**src/rtl/ft_lockstep_comparator.sv**
```systemverilog
// ft_lockstep_comparator: registered dual/TMR lockstep compare of write-back tuples with recovery handshake.
// Optional FT_COMPARATOR_SYNDROME_EN adds syndrome_o capturing data0^data1 on the first mismatch.
module ft_lockstep_comparator #(
    parameter int ADDR_WIDTH = 5,
    parameter int DATA_WIDTH = 32,
    parameter int NUM_CH     = 2,
    parameter int CNT_WIDTH  = 8
) (
    input  logic                         clk_i,
    input  logic                         rst_ni,
    input  logic                         valid_instr_i,
    input  logic [NUM_CH-1:0]            we_i,
    input  logic [NUM_CH*ADDR_WIDTH-1:0] addr_i,
    input  logic [NUM_CH*DATA_WIDTH-1:0] data_i,
    output logic                         valid_o,
    output logic                         we_o,
    output logic [ADDR_WIDTH-1:0]        addr_o,
    output logic [DATA_WIDTH-1:0]        data_o,
    output logic                         error_o,
    output logic [NUM_CH-1:0]            faulty_ch_o,
    output logic                         recover_req_o,
    input  logic                         recover_ack_i,
    output logic [CNT_WIDTH-1:0]         err_count_o,
`ifdef FT_COMPARATOR_SYNDROME_EN
    output logic [DATA_WIDTH-1:0]        syndrome_o,
`endif
    input  logic                         clear_i
);
    localparam int TW = 1 + ADDR_WIDTH + DATA_WIDTH;

    typedef enum logic {RUN, RECOVER} state_e;

    state_e                state_q, state_d;
    logic [TW-1:0]         out_q, out_d;
    logic                  valid_q, valid_d, error_q, error_d, inc;
    logic [NUM_CH-1:0]     faulty_q, faulty_d;
    logic [CNT_WIDTH-1:0]  cnt_q, cnt_d;
    logic [TW-1:0]         tup [NUM_CH];
    logic                  mis, corr;
    logic [TW-1:0]         maj;
    logic [NUM_CH-1:0]     outl;

    for (genvar c = 0; c < NUM_CH; c++) begin : g_tup
        assign tup[c] = {we_i[c], addr_i[c*ADDR_WIDTH +: ADDR_WIDTH], data_i[c*DATA_WIDTH +: DATA_WIDTH]};
    end

    if (NUM_CH == 3) begin : g_tmr
        logic e01, e02, e12;
        assign e01  = tup[0] == tup[1];
        assign e02  = tup[0] == tup[2];
        assign e12  = tup[1] == tup[2];
        assign mis  = !(e01 && e02);
        assign corr = e01 || e02 || e12;
        // Only a 1-2 agreement excludes channel 0 from the majority.
        assign maj  = (e12 && !e01) ? tup[1] : tup[0];
        assign outl = e01 ? 3'b100 : e02 ? 3'b010 : e12 ? 3'b001 : 3'b111;
    end else if (NUM_CH == 2) begin : g_dual
        assign mis  = tup[0] != tup[1];
        assign corr = 1'b0;
        assign maj  = tup[0];
        assign outl = '1;
    end else begin : g_bad
        $error("ft_lockstep_comparator: NUM_CH must be 2 or 3");
    end

    always_comb begin
        state_d  = state_q;
        out_d    = out_q;
        valid_d  = 1'b0;
        error_d  = 1'b0;
        faulty_d = '0;
        inc      = 1'b0;
        if (state_q == RECOVER) begin
            state_d = recover_ack_i ? RUN : RECOVER;
        end else if (valid_instr_i) begin
            if (!mis || corr) begin
                valid_d = 1'b1;
                out_d   = maj;
            end
            if (mis) begin
                error_d  = 1'b1;
                faulty_d = outl;
                inc      = 1'b1;
                state_d  = corr ? RUN : RECOVER;
            end
        end
        cnt_d = clear_i ? '0 : (inc && cnt_q != '1) ? cnt_q + CNT_WIDTH'(1) : cnt_q;
    end

    always_ff @(posedge clk_i or negedge rst_ni) begin
        if (!rst_ni) begin
            state_q  <= RUN;
            out_q    <= '0;
            valid_q  <= 1'b0;
            error_q  <= 1'b0;
            faulty_q <= '0;
            cnt_q    <= '0;
        end else begin
            state_q  <= state_d;
            out_q    <= out_d;
            valid_q  <= valid_d;
            error_q  <= error_d;
            faulty_q <= faulty_d;
            cnt_q    <= cnt_d;
        end
    end

`ifdef FT_COMPARATOR_SYNDROME_EN
    logic [DATA_WIDTH-1:0] syn_q, syn_d;
    logic                  syn_vld_q, syn_vld_d;

    always_comb begin
        syn_d     = syn_q;
        syn_vld_d = syn_vld_q;
        if (clear_i) begin
            syn_d     = '0;
            syn_vld_d = 1'b0;
        end else if (inc && !syn_vld_q) begin
            syn_d     = data_i[DATA_WIDTH-1:0] ^ data_i[2*DATA_WIDTH-1:DATA_WIDTH];
            syn_vld_d = 1'b1;
        end
    end

    always_ff @(posedge clk_i or negedge rst_ni) begin
        if (!rst_ni) begin
            syn_q     <= '0;
            syn_vld_q <= 1'b0;
        end else begin
            syn_q     <= syn_d;
            syn_vld_q <= syn_vld_d;
        end
    end

    assign syndrome_o = syn_q;
`endif

    assign valid_o       = valid_q;
    assign {we_o, addr_o, data_o} = out_q;
    assign error_o       = error_q;
    assign faulty_ch_o   = faulty_q;
    assign recover_req_o = state_q == RECOVER;
    assign err_count_o   = cnt_q;
endmodule
```
**config.mk**
```make
export PLATFORM = sky130hd
export DESIGN_NAME = ft_lockstep_comparator
export DESIGN_NICKNAME = d
export VERILOG_FILES = /design/src/rtl/ft_lockstep_comparator.sv
export SDC_FILE = /design/constraint.sdc
export NUM_CORES = 1
export LEC_CHECK = 0
export CORE_ASPECT_RATIO = 0.8
export CORE_UTILIZATION = 30
export CTS_BUF_LIST = sky130_fd_sc_hd__clkbuf_8
export CTS_CLUSTER_DIAMETER = 120
export CTS_CLUSTER_SIZE = 24
export DETAILED_ROUTE_END_ITERATION = 8
export PLACE_DENSITY = 0.73
export SLEW_MARGIN = 20
export SYNTH_ARGS = -nofsm -noshare
export SYNTH_HDL_FRONTEND = slang
export SYNTH_SLANG_ARGS = --single-unit
```
**constraint.sdc**
```tcl
create_clock -name clk_i -period 2.2 [get_ports clk_i]
set_input_delay 0.66 -clock clk_i [delete_from_list [all_inputs] [get_ports clk_i]]
set_output_delay 0.66 -clock clk_i [all_outputs]
set_load 0.01 [all_outputs]
```
### Yosys cells after proc, flatten, opt, wreduce, memory -nomap -nowiden

Cells that the tools add are included.

| storage, ports and cells | value |
|---|---|
| word-level logic and storage cells | 27 |
| output and inout bits | 51 |
| register bits | 51 |
| bits of input ports | 81 |

| operators by class | value |
|---|---|
| $add $sub $neg | 1 |
| bitwise gates (word level) | 2 |
| multiplexer cells | 13 |
| reductions and logical operators | 3 |
| equal/unequal tests | 2 |

Operators with widths:

| cell | number |
|---|---|
| $ne 38x38->1 | 1 |
| $mux 8 | 2 |
| $add 8x1->8 const B | 1 |
| $mux 1 | 8 |
| $ne 8x8->1 const B | 1 |
| $mux 2 | 3 |
| $reduce_and 3->1 | 1 |
| $not 1->1 | 2 |
| $reduce_bool 2->1 | 1 |
| $logic_and 1x1->1 | 1 |

### Depth between registers and ports, before layout

Gate-level depths: netlist of run 1.

| logic depth | value |
|---|---|
| depth after elaboration | 7 |
| gate-level depth with buffers | 8 |
| mapped depth without buffers | 7 |

### Worst setup path before layout of run 1

Ideal clock, no wire load.

| timing | value |
|---|---|
| kind | input to register |
| start point | input data_i[49] |
| end point | register out_q[10] |
| path slack | -0.144 ns |
| buffers on the path | 2 |
| cell stages on the path | 8 |
| library setup time | 0.125 ns |
| data required time | 2.075 ns |
| arrival time | 2.219 ns |
| cells stage by stage | xor2_1 nor4_1 nand4_1 nor4_4 nand2_1 buf_4 buf_6 mux2_4 |

| between the ends | value |
|---|---|
| longest elaborated chain between the ends | 3 |

RTL lines:

| element | RTL line | RTL |
|---|---|---|
| start: declaration | 14 | `input logic [NUM_CH*DATA_WIDTH-1:0] data_i,` |
| $ne 38x38->1 | 58 | `assign mis = tup[0] != tup[1];` |
| $not 1->1 (no source line) | - |  |
| $reduce_and 3->1 (no source line) | - |  |
| end signal: assignment | 100 | `out_q <= out_d;` |
| end: declaration | 34 | `logic [TW-1:0] out_q, out_d;` |

No other way between the ends.
A chain may end at the register's enable or synchronous reset.

### Worst setup path in the final report of run 1

| timing | value |
|---|---|
| start point | input data_i[52] |
| end point | register out_q[12] |

The elaborated chain is that of the path after synthesis.

==> results of run 1 <==
[worst max path at each step]
stage	from	end	cells past startpoint
after CTS	we_i[0]	out_q[8]$_DFFE_PN0P_	10
final	data_i[52]	out_q[12]$_DFFE_PN0P_	8
after global placement	data_i[4]	out_q[8]$_DFFE_PN0P_	8
after floorplan	data_i[36]	out_q[10]$_DFFE_PN0P_	8
after global routing	data_i[10]	out_q[8]$_DFFE_PN0P_	9
after detailed placement	data_i[19]	out_q[10]$_DFFE_PN0P_	9
[cell type report]
class                   instances  share of cell area [%]
clock buffers                   5                    1.60
clock inverters                 3                   0.407
inverters                       3                   0.261
multi-input cells             134                    28.9
flip-flops and latches         49                    28.5
well taps                     108                    3.14
repair buffers                166                    37.2
[sequential cells by signal (all words and copies together), names as in the netlist]
register	cells
faulty_ch_o	1
out_q	38
recover_req_o	1
valid_o	1
err_count_o	8
[per-layer routing]
| layer | global-route usage (%) | share of wire (%) | vias up |
|---|---|---|---|
| met5 | 0 | 0 | - |
| met4 | 3.84 | 0.81 | 0 |
| met3 | 3.62 | 5.9 | 5 |
| met2 | 27.1 | 49 | 70 |
| met1 | 21.3 | 44 | 1000 |
| li1 | - | - | 1003 |
[critical path, delay by kind of cell]
kind                      cells  cell delay (ps)
xor gates and xnor gates      1              120
buffers and inverters         3              770
muxes                         1              290
and+or+nand+nor               3              680
[where the power goes]
group          leakage [nW]  internal, W  switching [W]
Clock                0.0439     0.000220       0.000294
Sequential            0.681     0.000908     0.00000747
Combinational          1.46     0.000189       0.000133
Total                  2.19      0.00132       0.000435
[through the flow]
step / setup TNS (ps) / instances
floorplan: -1370 / 194
global placement: -32830 / 454
detailed placement: -33250 / 454
CTS: -6630 / 467
global route: -7660 / 468
finish: -4780 / 468
[cells by family (layout without fill, tap and decap cells)]
kind of cell    Yosys count  in the layout  synth area share (%)
compound gates            5              5                  1.27
xor+xnor                 38             38                  13.6
fa+ha+maj                 1              1                 0.510
buf+inv                  11            177                  2.55
flops                    49             49                  49.9
mux                      43             43                  21.1
simple gates             47             47                  11.1
[layout by cell type, fill, tap and decap left out, types with 3 or more instances in the layout]
master	count
sky130_fd_sc_hd__clkdlybuf4s50_1	58
sky130_fd_sc_hd__dfrtp_1	49
sky130_fd_sc_hd__mux2_2	32
sky130_fd_sc_hd__xor2_1	25
sky130_fd_sc_hd__buf_4	25
sky130_fd_sc_hd__dlymetal6s2s_1	16
sky130_fd_sc_hd__clkbuf_2	16
sky130_fd_sc_hd__clkdlybuf4s15_1	14
sky130_fd_sc_hd__dlygate4sd2_1	13
sky130_fd_sc_hd__mux2_4	10
sky130_fd_sc_hd__buf_6	9
sky130_fd_sc_hd__xnor2_1	8
sky130_fd_sc_hd__buf_2	8
sky130_fd_sc_hd__nor2_1	7
sky130_fd_sc_hd__nand4_1	5
sky130_fd_sc_hd__xor2_2	5
sky130_fd_sc_hd__nor4_2	5
sky130_fd_sc_hd__nor2b_1	5
sky130_fd_sc_hd__nor3_1	5
sky130_fd_sc_hd__clkbuf_8	5
sky130_fd_sc_hd__nand2_1	4
sky130_fd_sc_hd__nor4_1	4
sky130_fd_sc_hd__nand3_1	3
sky130_fd_sc_hd__nand2b_1	3
[timing repair]
action                                  in CTS  in global routing
pin swaps                                   28                 24
gates cloned                                 3                  0
resized for setup                          107                 77
endpoints found under the setup margin      49                 46
setup buffers                                4                  1
==> metrics list, run 1 <==
- Final Power: roughly 0.0018 W
- Count of unique library cells instantiated by Yosys: 30
- Routability-driven placement finished with a final weighted congestion of approximately 0.76.
- At the later pin of the worst-skew pair, clock insertion delay measures roughly 290 ps.
- The first routing iteration left 31 violations.
* Worst-case clock buffer depth: 2
- The number of slew-limit violations in the final report was 0.
* Port buffer count: ~130
- The floorplan has 29 rows.
- Element type at the critical path end: flop
* Total placed instance area: 4090 um^2
- The detail route stage leaves a number of antenna-violating nets equal to 0.
- Maximum frequency from static timing analysis: between 0.4 and 0.5 GHz
- TritonCTS built the clock tree.
- Measured on the finished design, the core utilization comes to approximately 54%.
* Violated checks: DRC, setup timing
- Startpoint of the lowest-slack register-to-register path: err_count_o[0]$_DFFE_PN0P_
- After routing the design area is 4310 um^2.
* Required time of the critical path: 2390 ps
* Antenna violations before repair: 0
- Place WS: -733 ps
* Endpoint of the worst register-to-register path: err_count_o[0]$_DFFE_PN0P_
* Worst hold-check path type: in -> async
- Global routing finished with a remaining overflow of 0.
- Main synth FF type: sky130_fd_sc_hd__dfrtp_1
- Setup violations remaining at the end of the flow were counted as 43.
- The via count of the first global-routing pass is approximately 2100.
- Of all nets on the critical path, the largest fanout is 7.
- Run status: complete, but fails checks
* Clock skew after layout: between 6 and 7 ps
* Shortest period the worst path allows: roughly 2300 ps
- The worst path uses 106% of the clock period.
* Critical path class: in -> reg
* Die Height: 82.9 um
- Max IR drop VDD: ~0.4 mV
* # nets final: 441
- Delay contributed by the slowest stage of the critical path: between 400 and 500 ps
* Number of buffers added by the clock tree synthesis step: 5
- Pin placement for this block handled around 130 I/O pins.
- Die Width: 103 um
- The tree built by TritonCTS fans out to between 40 and 50 sinks.
- Worst path arrival time: ~2500 ps
- The H-tree was split into 2 levels.
* Max_cap viols: 0
- Effective utilization at floorplan: a little under a third
- Walking the worst path, the cells encountered are clkdlybuf4s50_1, xnor2_1, nand4_1, nor4_4, nand2_4, buf_6, buf_12, mux2_4.
* RSZ-0062 raised after global routing: true
- The synthesized design contains 0 enable-type register cells.
- Total count of hold-check failures in the final report: 0
* Minimum setup slack in the final design: -141 ps
* Synth Cell Area: about 2500 um^2
- Of the post-synthesis cell area, the dominant cell type holds around half.
- Number of buffers inserted for hold repair after clock tree synthesis: 0
* Power per Cell Area: slightly above 400 nW/um^2
- Via total after detailed routing: a little over 2000
- From synthesis to final layout, the design area changed by 75.4%.
- The worst setup path is launched from an input pin.
* Wire length of the first global-routing pass: roughly 10000 um
- Area taken by multi-input logic gates: around 1200 um^2
- Detailed placement finished with a half-perimeter wire length of 5070 um.
- Total length of routed wires: 6890 um
- Leading cell types by total area after synthesis: sky130_fd_sc_hd__dfrtp_1 (50%), sky130_fd_sc_hd__mux2_2 (15%), sky130_fd_sc_hd__xor2_1 (11%), sky130_fd_sc_hd__mux2_4 (5.5%), sky130_fd_sc_hd__xnor2_1 (2.9%)
- Summed over all cells, the static leakage comes to about 2.2 nW.
- Post-route DRC: 1
- Average cell area after synthesis: 12.7 um^2
- Synth Register Bits: 49
* All-layer global routing usage: 16.3%
- The region available for standard cell placement spans 7950 um^2.
- Worst R2R Path Depth: 6
* Number of inserted diodes: 0
- Routed wire per std cell: ~15 um
- After synthesis, flip-flops and latches occupy approximately 50% of the total area.
- Setup slack of the most critical reg-to-reg path: approximately 360 ps
* Sequential standard cell area: around 1200 um^2
- Share of async-settable or async-resettable flops after synthesis: 100%
* Smallest hold slack: around 300 ps
- Most common cell in the netlist: sky130_fd_sc_hd__dfrtp_1
- Number of warning messages in the yosys log: 0
- After filler insertion, the fill cell instance count of the layout stands at 704.
- Measured against its own limit, the worst slew margin works out to between 60% and 70%.
- Share of cells above drive strength 1: 35.6%
- DR vias/cell: 4.44
* Slew of the pin with the lowest slew margin: between 400 and 500 ps
- Most frequent cells after synthesis: sky130_fd_sc_hd__dfrtp_1 (49), sky130_fd_sc_hd__mux2_2 (33), sky130_fd_sc_hd__xor2_1 (30)
- The tree is rooted in a sky130_fd_sc_hd__clkbuf_8.
- First-pass iteration count of the detailed router: 5
- Synthesis produced a netlist whose cell count is about 190.
- Clock-pin slew was measured on the worst setup and hold paths at about 90 ps.
- The number of nets handed over by synthesis was 276.
- Die area: ~8600 um^2
- Pin count of the biggest net entering global routing: 32
* Cell taking the most area after synthesis: sky130_fd_sc_hd__dfrtp_1
- The slowest stage of the critical path is the sky130_fd_sc_hd__clkdlybuf4s50_1 cell.
Note: power is estimated with default switching activity, not from simulation.
==> run 2, diff against run 1 <==
--- a/config.mk
+++ b/config.mk
@@ -5,14 +5,16 @@
 export SDC_FILE = /design/constraint.sdc
 export NUM_CORES = 1
 export LEC_CHECK = 0
+export ABC_AREA = 0
 export CORE_ASPECT_RATIO = 0.8
 export CORE_UTILIZATION = 30
 export CTS_BUF_LIST = sky130_fd_sc_hd__clkbuf_8
 export CTS_CLUSTER_DIAMETER = 120
-export CTS_CLUSTER_SIZE = 24
+export CTS_CLUSTER_SIZE = 10
 export DETAILED_ROUTE_END_ITERATION = 8
 export PLACE_DENSITY = 0.73
 export SLEW_MARGIN = 20
 export SYNTH_ARGS = -nofsm -noshare
 export SYNTH_HDL_FRONTEND = slang
 export SYNTH_SLANG_ARGS = --single-unit
+export TNS_END_PERCENT = 5
==> run 2 against run 1 <==
  * The flow finishes with violations (setup timing)
  * Die area unchanged
  * Combinational power decreased by 2%
  * Routed wire length decreased by 4.4%
  * Register-to-register slack improved by 80 ps
  * Flip-flop and latch count unchanged
  * Critical endpoint is now out_q[5]$_DFFE_PN0P_
  * Maximum frequency decreased by 0.94%
  * Cell area decreased by 0.87%
==> metrics list, run 2 (synthesis results as in run 1) <==
* Total length of routed wires: 6590 um (-4.4%)
* Share of the core filled with cells in the final layout: 53.7% (-0.47 points)
- The max-capacitance violation count came to 0 (unchanged).
- The global placer's final weighted congestion came to 0.737 (-3.2%).
- Smallest hold slack: 367 ps (+65.5 ps)
* Critical path class: in -> reg
- The met1 track utilization from global routing came to 20.9% (-0.46 points).
- The count of antenna diodes in the layout came to 0 (unchanged).
- Startpoint Class: input pin
* Run status: complete, but fails checks
- Routed wire per std cell: 14.2 um (-3.3%)
* Worst path arrival time: 2550 ps (+20 ps)
- RSZ-0062 raised after global routing: true
- Violated checks: setup timing
- Number of sinks handled by clock tree synthesis: 49 (unchanged)
- Area of all placed cells without fillers: 4270 um^2 (-0.87%)
* Commonest non-fill, non-tap cells in the layout: sky130_fd_sc_hd__clkdlybuf4s50_1 (59), sky130_fd_sc_hd__dfrtp_1 (49), sky130_fd_sc_hd__mux2_2 (33), sky130_fd_sc_hd__xor2_1 (26), sky130_fd_sc_hd__buf_4 (23)
- TritonCTS built the clock tree.
- I/O pin count: 132 (unchanged)
- Die Height: 82.9 um (unchanged)
- The overall via count from detail_route came to 2077 (-0.048%).
- The maximum fanout along the worst path is 7 (unchanged).
* Sequential standard cell area: 1230 um^2 (unchanged)
- Power per Cell Area: 442 nW/um^2 (+8.7%)
- Internal Pwr Total: 0.00146 W (+11%)
- Max_slew headroom: 59.9% (-9.6 points)
- The core box area is 7950 um^2 (unchanged).
- Number of buffers inserted for hold repair after clock tree synthesis: 0 (unchanged)
- STA classifies the critical path endpoint as a flop.
- Met3 capacity usage during global routing: 4.46% (+0.84 points)
* Global routing usage on met2: 26.7% (-0.42 points)
- The buffer depth of the longest clock path was 2 (unchanged).
- Worst R2R Path Depth: 6 (unchanged)
- Startpoint of the lowest-slack register-to-register path: err_count_o[0]$_DFFE_PN0P_
- From synthesis to final layout, the design area changed by 73.9%.
- The maximum clock frequency was 0.423 GHz (-0.94%).
* HPWL reported at the end of detailed placement: 5060 um (-0.16%)
* Wire length of the first global-routing pass: 10500 um (+0.12%)
- The number of slew-limit violations in the final report was 0 (unchanged).
- The count of nets left with antenna violations after detail routing was 0 (unchanged).
- The final worst setup slack came to -163 ps (-22.3 ps).
- The overflow left after global routing came to 0 (unchanged).
- Setup-violating endpoint count in the final report: 43 (unchanged)
- The quantity of I/O buffers inserted on ports is 131 (unchanged).
* Total placed instance area: 4070 um^2 (-0.49%)
* Final cycle utilization of the critical path: 107% (+1.0 points)
- All-layer global routing usage: 15.9% (-0.31 points)
- Largest register by flop count: out_q
* Max IR drop VDD: 0.282 mV (-29%)
* Number of buffers added by the clock tree synthesis step: 5 (unchanged)
* First-pass iteration count of the detailed router: 4 (-1)
* Post-route DRC: 0 (-1)
* Antenna violations before repair: 0 (unchanged)
- The flip-flop count of the largest register after layout came to 38 (unchanged).
- Die area: 8550 um^2 (unchanged)
- Area taken by multi-input logic gates: 1250 um^2 (+0.70%)
* CTS H-Tree Depth: 2 (unchanged)
* Clock skew after layout: 3.38 ps (-3.19 ps)
- Fraction of power consumed by sequential logic: 48.5% (-3.7 points)
- The min-delay analysis places its worst path in the category in -> async.
- The static leakage came to 2.14 nW (-2.4%).
- The final hold violation count was 0 (unchanged).
- The number of rows created at floorplan was 29 (unchanged).
- Required time of the critical path: 2390 ps (about the same)
- The starting utilization of the core area was 30.9% (unchanged).
- Pin count of the biggest net entering global routing: 26 (-19%)
* Clock slew at the register clock pins of the worst setup and hold paths: 90 ps (about the same)
- Most congested layer reported by global routing: met2
* CTS root buf: sky130_fd_sc_hd__clkbuf_8
- Die Width: 103 um (unchanged)
* Endpoint of the worst register-to-register path: err_count_o[3]$_DFFE_PN0P_
* Fraction of power consumed by the clock network: 34.8% (+5.4 points)
* Setup slack of the most critical reg-to-reg path: 440 ps (+80 ps)
* Initial DRC count: 33 (+6.5%)
- The layout filler cell count is 707 (+0.43%).
- Switch Pwr: 0.000430 W (-1.2%)
- Vias in the first global route: 2200 (+2.5%)
- The library cell used most frequently in the layout, excluding fill and tap cells, is sky130_fd_sc_hd__clkdlybuf4s50_1.
* Share of cells above drive strength 1: 34.1% (-1.5 points)
* Slew of the pin with the lowest slew margin: 601 ps (+144 ps)
- Post-Route Setup TNS: -5550 ps (-774 ps)
- DR vias/cell: 4.49 (+1.0%)
* Net switching fraction of the power: 22.8% (-2.1 points)
- Clock insertion delay at the later pin of the skew report: 290 ps (about the same)
- # nets final: 436 (-1.1%)
- Share of power burned in combinational logic: 16.7% (-1.7 points)
* Shortest period the worst path allows: 2360 ps (+22.3 ps)
[run 2: final cells by class]
class / instances / share of cell area [%]
Tap cell: 108 / 3.17
Sequential cell: 49 / 28.7
Clock buffer: 6 / 1.93
Timing Repair Buffer: 161 / 35.7
Inverter: 3 / 0.264
Clock inverter: 2 / 0.791
Multi-Input combinational cell: 134 / 29.4
[run 2: layer usage]
layer / wire length (um) / up-vias
li1: - / 993
met4: 24 / 0
met2: 3210 / 86
met1: 2840 / 996
met5: 0 / -
met3: 520 / 2
[run 2: through the flow]
stage	total power (W)	setup WS (ps)	std cells
2_1_floorplan	0.00102	-130	194
3_3_place_gp	0.00128	-660	453
3_5_place_dp	0.00128	-723	453
4_1_cts	0.00191	-151	462
5_1_grt	0.00199	-239	463
6_report	0.00189	-163	463
[run 2: timing repair]
action	CTS	global route
gates resized for setup	108	67
pin swaps	29	20
setup buffers	1	0
setup endpoints to repair	49	46
cloned	2	1
[run 2: worst max-delay path by stage]
stage,start,endpoint,cells past startpoint
detailed placement,data_i[11],out_q[10]$_DFFE_PN0P_,8
global route,data_i[11],out_q[11]$_DFFE_PN0P_,8
finish,data_i[11],out_q[5]$_DFFE_PN0P_,8
CTS,data_i[1],out_q[5]$_DFFE_PN0P_,9
global placement,data_i[30],out_q[8]$_DFFE_PN0P_,8
floorplan,data_i[36],out_q[10]$_DFFE_PN0P_,8
[run 2: worst max-delay path, stage by stage]
cell	delay (ps)
sky130_fd_sc_hd__buf_8	100
sky130_fd_sc_hd__xor2_2	170
sky130_fd_sc_hd__nor4_2	340
sky130_fd_sc_hd__nand4_1	250
sky130_fd_sc_hd__nor4_4	330
sky130_fd_sc_hd__nand2_4	210
sky130_fd_sc_hd__buf_12	200
sky130_fd_sc_hd__mux2_4	290
[run 2: power groups by stage]
stage / registers, W / clock network, W / logic (W)
finish: 0.000915 / 0.000658 / 0.000315
floorplan: 0.000937 / 0 / 0.0000849
CTS: 0.000916 / 0.000679 / 0.000315
global placement: 0.000933 / 0 / 0.000342
global route: 0.000917 / 0.000727 / 0.000348
detailed placement: 0.000934 / 0 / 0.000345
